<file path="config.mk">
export PLATFORM = sky130hd
export DESIGN_NAME = sort_frame_tx
export DESIGN_NICKNAME = d
export VERILOG_FILES = /design/src/rtl/sort_tx_pkg.sv /design/src/rtl/order_check.sv /design/src/rtl/sort_frame_tx.sv
export SDC_FILE = /design/constraint.sdc
export NUM_CORES = 1
export LEC_CHECK = 0
export CELL_PAD_IN_SITES_DETAIL_PLACEMENT = 0
export CELL_PAD_IN_SITES_GLOBAL_PLACEMENT = 1
export CORE_MARGIN = 2
export CORE_UTILIZATION = 42
export DETAILED_ROUTE_END_ITERATION = 10
export PLACE_DENSITY = 0.91
export SYNTH_ARGS = -nofsm -noshare
export SYNTH_HDL_FRONTEND = slang
export SYNTH_SLANG_ARGS = --single-unit
</file>
<file path="constraint.sdc">
create_clock -name clk -period 2.7 [get_ports clk]
set_clock_uncertainty 0.2 [all_clocks]
set_input_delay 0.54 -clock clk [delete_from_list [all_inputs] [get_ports clk]]
set_output_delay 0.54 -clock clk [all_outputs]
set_load 0.01 [all_outputs]
</file>
<file path="src/rtl/sort_tx_pkg.sv">
// Shared widths, FSM state encoding and frame type for the sorter back-end transmitter.
package sort_tx_pkg;
    localparam int DATA_W   = 8;
    localparam int NUM_ELEM = 8;
    localparam int IDX_W    = 3;

    typedef enum logic {
        IDLE = 1'b0,
        SEND = 1'b1
    } state_t;

    typedef logic [NUM_ELEM*DATA_W-1:0] frame_t;
endpackage

</file>
<file path="src/rtl/order_check.sv">
// Flags a frame in which some adjacent pair decreases; only built when SORT_TX_CHECK_EN is defined.
`ifdef SORT_TX_CHECK_EN
module order_check
    import sort_tx_pkg::*;
#(
    parameter int ELEM_W = sort_tx_pkg::DATA_W,
    parameter int ELEMS  = sort_tx_pkg::NUM_ELEM
) (
    input  logic [ELEMS*ELEM_W-1:0] frame,
    output logic                    viol
);
    logic [ELEMS-2:0] pair_bad;

    generate
        for (genvar gi = 0; gi < ELEMS - 1; gi++) begin : g_pair
            assign pair_bad[gi] = frame[gi*ELEM_W +: ELEM_W] > frame[(gi+1)*ELEM_W +: ELEM_W];
        end
    endgenerate

    assign viol = |pair_bad;
endmodule
`endif

</file>
<file path="src/rtl/sort_frame_tx.sv">
// Registers one sorted frame and streams it out byte-serially, ascending or descending.
// Optional order checker on accept is enabled with SORT_TX_CHECK_EN.
module sort_frame_tx
    import sort_tx_pkg::*;
#(
    parameter int DATA_W   = sort_tx_pkg::DATA_W,
    parameter int NUM_ELEM = sort_tx_pkg::NUM_ELEM
) (
    input  logic                       clk,
    input  logic                       rst_n,
    input  logic                       in_valid,
    output logic                       in_ready,
    input  logic [NUM_ELEM*DATA_W-1:0] in_data,
    input  logic                       in_desc,
    output logic                       out_valid,
    input  logic                       out_ready,
    output logic [DATA_W-1:0]          out_data,
    output logic [IDX_W-1:0]           out_idx,
    output logic                       out_last,
    output logic                       busy,
    output logic                       sort_err
);
    state_t             state_reg;
    logic [IDX_W-1:0]   cnt_reg;
    logic               desc_reg;
    logic               valid_reg;
    logic               last_reg;
    logic               err_reg;
    logic [DATA_W-1:0]  data_reg;
    logic [DATA_W-1:0]  frame_reg [NUM_ELEM];
    logic [DATA_W-1:0]  in_elem   [NUM_ELEM];

    logic               accept;
    logic               beat;
    logic               viol;
    logic [IDX_W-1:0]   cnt_next;
    logic [IDX_W-1:0]   sel_next;

    generate
        for (genvar gi = 0; gi < NUM_ELEM; gi++) begin : g_unpack
            assign in_elem[gi] = in_data[gi*DATA_W +: DATA_W];
        end
    endgenerate

`ifdef SORT_TX_CHECK_EN
    order_check #(
        .ELEM_W (DATA_W),
        .ELEMS  (NUM_ELEM)
    ) u_order_check (
        .frame (in_data),
        .viol  (viol)
    );
`else
    assign viol = 1'b0;
`endif

    // in_ready may follow out_ready only on the last beat, so frames can abut.
    assign beat     = valid_reg && out_ready;
    assign in_ready = (state_reg == IDLE) || (beat && last_reg);
    assign accept   = in_valid && in_ready;

    // The next beat's element is fetched one cycle early so out_data stays a flop.
    assign cnt_next = cnt_reg + 1'b1;
    assign sel_next = desc_reg ? (IDX_W'(NUM_ELEM - 1) - cnt_next) : cnt_next;

    always_ff @(posedge clk or negedge rst_n) begin
        if (!rst_n) begin
            state_reg <= IDLE;
            cnt_reg   <= '0;
            desc_reg  <= 1'b0;
            valid_reg <= 1'b0;
            last_reg  <= 1'b0;
            err_reg   <= 1'b0;
            data_reg  <= '0;
            for (int i = 0; i < NUM_ELEM; i++) begin
                frame_reg[i] <= '0;
            end
        end else if (accept) begin
            state_reg <= SEND;
            cnt_reg   <= '0;
            desc_reg  <= in_desc;
            valid_reg <= 1'b1;
            last_reg  <= 1'b0;
            err_reg   <= viol;
            data_reg  <= in_desc ? in_elem[NUM_ELEM-1] : in_elem[0];
            for (int i = 0; i < NUM_ELEM; i++) begin
                frame_reg[i] <= in_elem[i];
            end
        end else if (beat) begin
            if (last_reg) begin
                state_reg <= IDLE;
                cnt_reg   <= '0;
                valid_reg <= 1'b0;
                last_reg  <= 1'b0;
            end else begin
                cnt_reg  <= cnt_next;
                last_reg <= (cnt_next == IDX_W'(NUM_ELEM - 1));
                data_reg <= frame_reg[sel_next];
            end
        end
    end

    assign out_valid = valid_reg;
    assign out_data  = data_reg;
    assign out_idx   = cnt_reg;
    assign out_last  = last_reg;
    assign busy      = (state_reg == SEND);
    assign sort_err  = err_reg;
endmodule

</file>
# Word-level counts from Yosys, hierarchy flattened

Cells that the tools add are included.

Memory bits (writable): 0
Memories: 0
Memory bits (read-only): 0
Input bits: 69
Word-level logic and storage cells: 45
Register bits after elaboration: 78
Latch bits: 0
Output and inout bits: 16

Add/sub/neg operators: 2
Order comparisons: 1
Multiply operators: 0
Shifts and indexed selects: 0
Bitwise gates (word level): 2
Divide/modulo/power cells: 0
Reduce and logical (&&, ||, !) cells: 8
Eq/ne operators: 2
Mux-type cells: 17

Operators with widths:

| kind                | number |
|---|---|
| $mux 8              | 6 |
| $bmux 8 s3          | 1 |
| $mux 3              | 4 |
| $mux 1              | 6 |
| $ge 4x4->1 const B  | 1 |
| $not 3->4           | 1 |
| $reduce_and 2->1    | 2 |
| $reduce_bool 2->1   | 2 |
| $add 3x1->3 const B | 1 |
| $eq 3x3->1 const B  | 1 |
| $logic_and 1x1->1   | 3 |
| $sub 3x3->3 const A | 1 |
| $ne 2x1->1 const B  | 1 |
| $logic_or 1x1->1    | 1 |
| $not 1->1           | 1 |

# Longest topological paths before layout

Depth after elaboration: 10
Gate-level depth with buffers: 9
Depth with buffers taken out: 6

# Worst setup path after synthesis

OpenSTA, ideal clock, no wires.

Path type: register to register
From: register cnt_reg[0] (netlist: out_idx[0])
To: register data_reg[6] (netlist: out_data[6])
Path slack: 0.331 ns
Path buffers: 1
Setup time: 0.132 ns
Cell stages (with the launch flop): 8
Arrival time: 2.038 ns
Required time: 2.368 ns
Clock period less this slack: 2.369 ns
Cells stage by stage: dfrtp_1 > inv_2 > ha_1 > buf_6 > mux4_1 > mux4_2 > nand2_1 > o221ai_2

Cells in the longest elaborated chain, start to end: 10

RTL lines:

| what                                          | line                | text |
|---|---|---|
| start, declared                               | sort_frame_tx.sv:24 | `logic [IDX_W-1:0] cnt_reg;` |
| start signal, assigned                        | sort_frame_tx.sv:96 | `cnt_reg <= cnt_next;` |
| $add 3x1->3 (*)                               | sort_frame_tx.sv:63 | `assign cnt_next = cnt_reg + 1'b1;` |
| $sub 3x3->3                                   | sort_frame_tx.sv:64 | `assign sel_next = desc_reg ? (IDX_W'(NUM_ELEM - 1) - cnt_next) : cnt_next;` |
| $mux 3 (*)                                    | sort_frame_tx.sv:64 |  |
| $not 3->4 (implied by the code) (*)           | sort_frame_tx.sv:98 | `data_reg <= frame_reg[sel_next];` |
| $bmux 8 s3 (*)                                | sort_frame_tx.sv:98 |  |
| $mux 8 (implied by the code) (*) (2 in a row) | sort_frame_tx.sv:98 |  |
| $mux 8 (*)                                    | sort_frame_tx.sv:90 | `if (last_reg) begin` |
| $mux 8 (*)                                    | sort_frame_tx.sv:89 | `end else if (beat) begin` |
| $mux 8 (*)                                    | sort_frame_tx.sv:78 | `end else if (accept) begin` |
| end signal, assigned                          | sort_frame_tx.sv:85 | `data_reg <= in_desc ? in_elem[NUM_ELEM-1] : in_elem[0];` |
| end signal, assigned                          | sort_frame_tx.sv:98 |  |
| end, declared                                 | sort_frame_tx.sv:29 | `logic [DATA_W-1:0] data_reg;` |

Every way passes the cells marked *; elsewhere a longest branch is shown, timed or not. The select of a mux whose other input is x is not followed.
A chain may end at the register's enable or synchronous reset.

# Worst setup path in the final report

From: input out_ready
To: output in_ready

Cells in the longest elaborated chain, start to end: 3

RTL lines:

| what              | line                | text |
|---|---|---|
| start, declared   | sort_frame_tx.sv:16 | `input logic out_ready,` |
| $logic_and 1x1->1 | sort_frame_tx.sv:58 | `assign beat = valid_reg && out_ready;` |
| $logic_and 1x1->1 | sort_frame_tx.sv:59 | `assign in_ready = (state_reg == IDLE) \|\| (beat && last_reg);` |
| $logic_or 1x1->1  | sort_frame_tx.sv:59 |  |
| end, declared     | sort_frame_tx.sv:12 | `output logic in_ready,` |

No other way between the ends.

==> impl_metrics.ini <==
[floorplan]
fp.coreArea_um2 = 9770
dieHeight_um = 104
die_area_um2 = 10900
rows = 36
initial_core_util_pct = 43.3
die_x_um = 104
io_pins = 85

[final_layout]
largest_reg_flops = 64
fillCellCount = 820
n_antenna_cell = 0
area_growth_syn_to_layout_pct = 29.2
drive_gt1_share_pct = 30.7
num-nets-final = 455
post-route-util_pct = 56.0
stdcell_count = 521
fin_area_um2 = 5470

[critical_path]
start_kind = primary input
critPathMaxFanout = 3
critPathArrivalTime_ns = 1.74
crit_chain = clkdlybuf4s50_1 > a21bo_2 > clkdlybuf4s50_1
max_stage_delay_ns = 0.54
worstRegToRegCells = 6
r2r_slack_ns = 0.24
critPathRequiredTime_ns = 1.96
cp_slowest_cell = clkdlybuf4s50_1
crit_path_frequent_cell = clkdlybuf4s50_1
critPathCaptureType = output pin
timing_worst_setup_path_type = primary input to output pin

[synthesis]
syn_nets = 372
seq_area_frac_synth_pct = 46.1
syn_inst = 301
netlist_area_um2 = 4230
async_flop_share_pct = 100
ys_ff_latch = 78
synth_warnings = 0
synth_cell_types = 36
synth_edf_count = 0
synth_ff_type = dfrtp_1
synth.avg_cell_area_um2 = 14.1

[clocking]
cts_buffers = 9
post_cts_buffers = 0
cts_hold_buf = 1
root_buffer = clkbuf_8
clk_path_buf_depth = 2
cts-resized-gates = 0
clock_latency_ns = 0.35
clkTransAtPathRegs_ns = 0.07
cts_tree = built
clock_sinks = 78
htreeDepth = 3

[sta]
final.setup.tns_ns = 0
period_minus_slack_ns = 2.48
setup_violations = 0
clock.fmax_mhz = 403
drv_slew = 0
worst_slew_pin_slew_ns = 0.743
hold_viol = 0
period_share_pct = 91.8
slew_headroom_pct = 50.3
grt_setup_unrepaired = no

[power_and_ir_drop]
pwr-share-clk_pct = 13.8
powerDensity_nw_per_um2 = 1290
sw_frac_of_total_pct = 34.9
p_seq_share_pct = 31.6
leakagePower_nw = 2.25
fin_total_pwr_mw = 7.08
p_comb_share_pct = 54.6
p_sw_mw = 2.47
intPower_mw = 4.61
ir_worst_vdd_mv = 0.586

[route]
first_pass_iters = 4
vias = 2913
drt_wl_total_um = 9740
postRouteAntennaNets = 0
via_per_inst = 5.59
detail_route.iter0.violations = 94
wl_per_cell_um = 18.7
drc = 0

[global_route]
grt_max_degree = 45
track_usage_pct = 19.0
grt_pass1_vias = 3149
grt_pass1_wl_um = 16200
grt_overflow = 0
antenna_found_initial = 0

[place]
dp_cells = 505
gp_congestion = 0.773
hpwl_um = 6860
port_buffers = 83
placed_cell_area_um2 = 5240

[run]
maxCapViolations = 0

[worst_hold_path]
whs_path_depth = 1
hold_path_class = flop to flop

[outcome]
outcome = finished, final reports clean
==> power groups by stage <==
stage	combinational (mW)	clock, mW	sequential (mW)
after global placement	3.77	0	2.22
after CTS	3.89	0.995	2.24
after floorplan	2.95	0	2.13
final	3.86	0.977	2.24
after detailed placement	3.87	0	2.27
after global routing	4.18	1.03	2.33
==> placed cells by master, fill, tap and decap left out, types with 4 or more instances in the layout <==
cell	Yosys	routed
buf_4	6	9
dfrtp_1	78	78
mux2_1	23	23
clkbuf_8	0	10
mux4_1	4	4
mux2_2	64	64
nor3_1	6	6
nand2_1	18	17
mux2i_1	11	11
o22ai_1	7	7
a31oi_1	7	7
a41oi_1	6	6
clkdlybuf4s50_1	0	82
mux4_2	21	21
nor2_1	4	4
buf_12	0	4
==> layer usage <==
layer | track usage, % | routed length [µm] | up-vias
met2 | 30.8 | 4890 | 89
li1 | - | - | 1307
met5 | 0 | 0 | -
met4 | 7.92 | 194 | 0
met1 | 24.6 | 4180 | 1499
met3 | 4.20 | 474 | 18
==> cell families after synthesis <==
family | count (synthesis) | share of synthesized area [%]
other cells | 1 | 0.0886
buf+inv | 27 | 3.61
fa+ha+maj | 2 | 0.591
flops | 78 | 46.1
xor+xnor | 2 | 0.768
mux | 123 | 39.4
simple gates | 39 | 4.23
compound gates | 29 | 5.23
==> worst max-delay path, delay by kind of cell <==
kind                   cells  cell delay (ns)
buffers and inverters      2             1.02
AO/OA/AOI/OAI              1             0.18
==> Yosys cell counts, types with 3 or more instances <==
library cell / number / share of area, %
nand2b_1: 3 / 0.44
o22ai_1: 7 / 1.0
buf_2: 11 / 1.3
and2_1: 3 / 0.44
mux4_2: 21 / 11
mux4_1: 4 / 2.5
dfrtp_1: 78 / 46
a41oi_1: 6 / 1.2
mux2_2: 64 / 17
mux2i_1: 11 / 2.6
a31oi_1: 7 / 1.0
buf_4: 6 / 1.1
nor3_1: 6 / 0.71
nor2_1: 4 / 0.35
mux2_1: 23 / 6.1
nand2_1: 18 / 1.6
clkbuf_1: 3 / 0.27
==> through the flow <==
stage | setup WS (ns) | hold WS (ns)
floorplan | 0.331 | 0.0444
global placement | 0.226 | 0.285
detailed placement | 0.220 | 0.297
CTS | 0.217 | 0.314
global route | 0.134 | 0.338
finish | 0.221 | 0.308
==> final cells by class <==
| class | instances | area [µm²] | share of cell area [%] |
|---|---|---|---|
| clock buffers | 10 | 138 | 2.52 |
| multi-input cells | 196 | 2140 | 39.1 |
| repair buffers | 96 | 978 | 17.9 |
| flip-flops and latches | 78 | 1950 | 35.7 |
| well taps | 133 | 166 | 3.04 |
| inverters | 3 | 11.3 | 0.206 |
| clock inverters | 5 | 83.8 | 1.53 |
==> final timing paths <==
check                                     startpoint                   endpoint
setup / recovery                           out_ready                   in_ready
hold / removal             frame_reg[55]$_DFFE_PN0P_  frame_reg[55]$_DFFE_PN0P_
setup reg to reg              out_idx[1]$_DFFE_PN0P_    out_data[2]$_DFFE_PN0P_
hold reg to reg            frame_reg[55]$_DFFE_PN0P_  frame_reg[55]$_DFFE_PN0P_
max in group asynchronous                      rst_n    out_data[4]$_DFFE_PN0P_
min in group asynchronous                      rst_n  frame_reg[51]$_DFFE_PN0P_
Power figures use the tool's default switching activity.
